## src/rtl/div_pkg.sv

```systemverilog
// Shared constants for the repeated-subtraction divider and its BCD output stage.
// The optional divide-by-zero path (DIV_BCD_DBZ_EN) uses BCD_BLANK as its display-blank digit.
package div_pkg;

   typedef enum logic [1:0] {
      IDLE  = 2'd0,
      SHIFT = 2'd1,
      DONE  = 2'd2
   } state_e;

   localparam logic [3:0] BCD_BLANK = 4'hF;

   localparam int DEF_WIDTH  = 8;
   localparam int DEF_DIGITS = 3;
   localparam int DEF_CNT_W  = 4;

endpackage

```

## src/rtl/div_bcd_out_bcd_add3.sv

```systemverilog
// Double-dabble digit correction: a digit of 5 or more gets +3 (mod 16) so the
// following left shift carries correctly into the next decimal digit.
module bcd_add3 (
   input  logic [3:0] digit_i,
   output logic [3:0] digit_o
);

   assign digit_o = (digit_i >= 4'd5) ? digit_i + 4'd3 : digit_i;

endmodule

```

## src/rtl/div_bcd_out.sv

```systemverilog
// Converts a divider quotient/remainder pair to packed BCD, one bit per clock, and hands it on via valid/ready.
// Optional macro DIV_BCD_DBZ_EN adds in_dbz/out_err and a blank-display result for divide-by-zero.
module div_bcd_out
   import div_pkg::*;
#(
   parameter int WIDTH  = DEF_WIDTH,
   parameter int DIGITS = DEF_DIGITS,
   parameter int CNT_W  = DEF_CNT_W
) (
   input  logic                  clk,
   input  logic                  rst_n,
   input  logic                  in_valid,
   output logic                  in_ready,
   input  logic [WIDTH-1:0]      in_q,
   input  logic [WIDTH-1:0]      in_r,
`ifdef DIV_BCD_DBZ_EN
   input  logic                  in_dbz,
   output logic                  out_err,
`endif
   output logic                  out_valid,
   input  logic                  out_ready,
   output logic [4*DIGITS-1:0]   out_q_bcd,
   output logic [4*DIGITS-1:0]   out_r_bcd
);

   localparam int BW = 4 * DIGITS;

   state_e             state_q;
   logic [CNT_W-1:0]   cnt_q;
   logic [WIDTH-1:0]   q_bin_q, r_bin_q;
   logic [BW-1:0]      q_acc_q, r_acc_q;
   logic [BW-1:0]      out_q_bcd_q, out_r_bcd_q;
   logic               in_ready_q, out_valid_q;
`ifdef DIV_BCD_DBZ_EN
   logic               dbz_q, out_err_q;
`endif

   logic [BW-1:0]      q_adj, r_adj;
   logic [BW+WIDTH:0]  q_wide, r_wide;
   logic [BW-1:0]      q_acc_d, r_acc_d;
   logic [WIDTH-1:0]   q_bin_d, r_bin_d;
   logic               last_shift;

   genvar gi;
   generate
      for (gi = 0; gi < DIGITS; gi++) begin : g_digit
         bcd_add3 u_q_add3 (.digit_i(q_acc_q[4*gi +: 4]), .digit_o(q_adj[4*gi +: 4]));
         bcd_add3 u_r_add3 (.digit_i(r_acc_q[4*gi +: 4]), .digit_o(r_adj[4*gi +: 4]));
      end
   endgenerate

   // {bcd,bin} shifted left by one; the top bit falls off and is never needed.
   assign q_wide  = {q_adj, q_bin_q, 1'b0};
   assign r_wide  = {r_adj, r_bin_q, 1'b0};
   assign q_acc_d = q_wide[BW+WIDTH-1:WIDTH];
   assign r_acc_d = r_wide[BW+WIDTH-1:WIDTH];
   assign q_bin_d = q_wide[WIDTH-1:0];
   assign r_bin_d = r_wide[WIDTH-1:0];

   logic unused_shift_out;
   assign unused_shift_out = &{1'b0, q_wide[BW+WIDTH], r_wide[BW+WIDTH]};

   assign last_shift = (cnt_q == CNT_W'(WIDTH - 1));

   always_ff @(posedge clk or negedge rst_n) begin
      if (!rst_n) begin
         state_q     <= IDLE;
         cnt_q       <= '0;
         q_bin_q     <= '0;
         r_bin_q     <= '0;
         q_acc_q     <= '0;
         r_acc_q     <= '0;
         out_q_bcd_q <= '0;
         out_r_bcd_q <= '0;
         in_ready_q  <= 1'b1;
         out_valid_q <= 1'b0;
`ifdef DIV_BCD_DBZ_EN
         dbz_q       <= 1'b0;
         out_err_q   <= 1'b0;
`endif
      end else begin
         case (state_q)
            IDLE: begin
               if (in_valid && in_ready_q) begin
                  q_bin_q    <= in_q;
                  r_bin_q    <= in_r;
                  q_acc_q    <= '0;
                  r_acc_q    <= '0;
                  cnt_q      <= '0;
                  in_ready_q <= 1'b0;
                  state_q    <= SHIFT;
`ifdef DIV_BCD_DBZ_EN
                  dbz_q      <= in_dbz;
                  out_err_q  <= 1'b0;
`endif
               end
            end
            SHIFT: begin
`ifdef DIV_BCD_DBZ_EN
               // A divide-by-zero pair spends a single cycle here and never shifts.
               if (dbz_q) begin
                  out_q_bcd_q <= {DIGITS{BCD_BLANK}};
                  out_r_bcd_q <= {DIGITS{BCD_BLANK}};
                  out_err_q   <= 1'b1;
                  out_valid_q <= 1'b1;
                  state_q     <= DONE;
               end else begin
`endif
                  q_acc_q <= q_acc_d;
                  r_acc_q <= r_acc_d;
                  q_bin_q <= q_bin_d;
                  r_bin_q <= r_bin_d;
                  cnt_q   <= cnt_q + 1'b1;
                  if (last_shift) begin
                     out_q_bcd_q <= q_acc_d;
                     out_r_bcd_q <= r_acc_d;
                     out_valid_q <= 1'b1;
                     state_q     <= DONE;
                  end
`ifdef DIV_BCD_DBZ_EN
               end
`endif
            end
            DONE: begin
               if (out_ready) begin
                  out_valid_q <= 1'b0;
                  in_ready_q  <= 1'b1;
                  state_q     <= IDLE;
               end
            end
            default: begin
               out_valid_q <= 1'b0;
               in_ready_q  <= 1'b1;
               state_q     <= IDLE;
            end
         endcase
      end
   end

   assign in_ready  = in_ready_q;
   assign out_valid = out_valid_q;
   assign out_q_bcd = out_q_bcd_q;
   assign out_r_bcd = out_r_bcd_q;
`ifdef DIV_BCD_DBZ_EN
   assign out_err   = out_err_q;
`endif

endmodule

```

## config.mk

```make
export PLATFORM = sky130hd
export DESIGN_NAME = div_bcd_out
export DESIGN_NICKNAME = d
export VERILOG_FILES = /design/src/rtl/div_pkg.sv /design/src/rtl/div_bcd_out_bcd_add3.sv /design/src/rtl/div_bcd_out.sv
export SDC_FILE = /design/constraint.sdc
export NUM_CORES = 1
export LEC_CHECK = 0
export ABC_CLOCK_PERIOD_IN_PS = 2000
export BUFFER_PORTS_ARGS = -buffer_cell sky130_fd_sc_hd__buf_4
export CAP_MARGIN = 20
export CORE_MARGIN = 3
export CORE_UTILIZATION = 55
export CTS_BUF_LIST = sky130_fd_sc_hd__clkbuf_4 sky130_fd_sc_hd__clkbuf_8
export CTS_CLUSTER_DIAMETER = 50
export DETAILED_ROUTE_END_ITERATION = 10
export PLACE_DENSITY = 0.77
export SLEW_MARGIN = 20
export SYNTH_ARGS = -nofsm -noshare
export SYNTH_HDL_FRONTEND = slang
export SYNTH_HIERARCHICAL = 1
export SYNTH_SLANG_ARGS = --single-unit
```

## constraint.sdc

```tcl
create_clock -name clk -period 2 [get_ports clk]
set_input_delay 0.4 -clock clk [delete_from_list [all_inputs] [get_ports clk]]
set_output_delay 0.4 -clock clk [all_outputs]
set_load 0.03 [all_outputs]
```

==> results.cfg <==
[clocking]
cts_htree_levels = 3
clkSlewWorstSetupHoldPaths_ns = 0.08
cts-root-buf = clkbuf_8
cts_setup_buffers = 0
clk_latency_ns = 0.35
post_cts_resized = 0
cts_buffer_depth = 2
cts_buffers = 9
cts_tree = yes
clock_sinks = 72

[global_route]
grt_pass1_wl_um = 11300
grt_pass1_vias = 2399
grt_overflow = 0
antenna_found_initial = 0
grt.total_usage_pct = 19.9
grt_start_max_net_pins = 43

[floorplanning]
start_util_pct = 58.6
pin_count = 46
die_w_um = 84.0
die_area_sq_um = 7050
row_count = 27
coreArea_sq_um = 5710
die-height_um = 84.0

[worst_setup_path]
cp.arrival_ns = 1.83
worstReg2RegEnd = out_r_bcd[11]
r2r_setup_slack_ns = 0.39
critPathCaptureType = flop
worstSetupPathType = reg -> reg
critPathRequiredTime_ns = 2.23
worstPathMaxFanout = 13
startpoint_type = flop
ff2ff_path_depth = 4
rr_startpoint = state_q[1]

[drt]
vias_per_cell = 5.62
dr.pass1.iters = 4
drtAntennaViolNets = 0
wl_per_cell_um = 15.1
drt_iter0_markers = 135
vias = 2355
wl_um = 6320
drc = 0

[finish]
seqCellArea_sq_um = 1800
drive_gt1_share_pct = 29.1
syn2layout_area_growth_pct = 19.3
multi_input_area_sq_um = 1370
nNetsFinal = 375
n_antenna_cell = 0
nFillCells = 408
stdcell_count = 419
design_area_sq_um = 3990

[sta]
final.period_utilization_pct = 80.3
setup_violations = 0
finalHoldViolations = 0
period_minus_slack_ns = 1.61
rsz0062_at_grt = no
fmax_mhz = 623
relSlewSlack_pct = 72.4
worst_pin_slew_ns = 0.414
fin_skew_ns = 0.0103
slew_viol_final = 0
tns_ns = 0

[synthesis]
synthesis.area_sq_um = 3340
ys_warn_count = 6
synth_fp_nets = 323
synthCells = 290
syn_area_per_cell_sq_um = 11.5

[min_path]
min_from = in_r[0]
whs_path_depth = 2
hp-class = in -> reg
min_to = r_bin_q[0]

[placed_design]
routabilityCongestion = 0.791
dpl_cell_area_sq_um = 3780
dp_cells = 402
hpwl_um = 4160
port_buffers = 45

[pwr]
finalPower_mw = 6.01
power_density_nw_per_um2 = 1510
ir_drop_v = 0.000837
leakage_nw = 2.08

[outcome]
status = finished, final reports clean

[run]
maxCapViolations = 0
==> power breakdown <==
part | leakage, nW | internal [mW] | switching (mW)
Sequential | 0.926 | 1.96 | 0.422
Clock | 0.107 | 0.632 | 0.525
Combinational | 1.04 | 1.13 | 1.34
==> sequential cells by signal, indices dropped and copies added (netlist names) <==
name	count
out_q_bcd	12
q_acc_q	12
r_acc_q	12
out_valid	1
r_bin_q	8
cnt_q	4
in_ready	1
out_r_bcd	12
state_q	2
q_bin_q	8
==> worst max-delay path by stage <==
stage	slack [ns]	cells past startpoint	startpoint	end
6_report	0.39	4	state_q[1]	out_r_bcd[11]
3_3_place_gp	0.47	4	state_q[1]	out_q_bcd[2]
2_1_floorplan	0.31	5	in_ready	cnt_q[2]
3_5_place_dp	0.41	4	state_q[1]	out_r_bcd[9]
5_1_grt	0.29	4	state_q[1]	out_r_bcd[11]
4_1_cts	0.38	4	state_q[1]	out_r_bcd[11]
==> repair_timing <==
action | in CTS | in global routing
hold endpoints to repair | 23 | 0
hold buffers | 1 | 0
endpoints found under the setup margin | 0 | 0
==> per-stage QoR <==
| stage | utilization, % | hold WS (ns) | setup WS (ns) |
|---|---|---|---|
| finish | 69.9 | 0.272 | 0.394 |
| global route | 69.9 | 0.276 | 0.285 |
| CTS | 69.9 | 0.267 | 0.381 |
| detailed placement | 66.3 | 0.361 | 0.410 |
| global placement | 66.3 | 0.365 | 0.465 |
| floorplan | - | 0.104 | 0.310 |
==> placed cells by master, fill, tap and decap left out, drive strengths merged, types with 10 or more instances in the layout <==
cell,count
o22ai,12
a21oi,20
nor2,10
dfrtp,71
inv,25
clkbuf,12
buf,53
nand2,25
ha,13
a22o,27
o21ai,11
nand2b,11
mux2,24
==> layer usage <==
metal	GRT usage (%)	routed length, um	vias to the layer above
met5	0	0	-
met4	6.58	80	0
met3	5.33	310	9
met2	32.1	3110	64
met1	26.2	2820	1156
li1	-	-	1126
==> worst max-delay path, cell delays in order, from the launching register on <==
cell	delay, ns
dfrtp_1	0.46
nand2b_1	0.23
nor3_4	0.18
buf_4	0.24
mux2_2	0.36
==> cell type report <==
cell class,count,area share (%)
clock buffer,12,3.82
clock inverter,4,1.13
inverter,25,2.35
multi-input combinational,180,34.4
sequential,72,45.2
tap,72,2.26
timing repair buffer,54,10.8
Power figures use the tool's default switching activity.
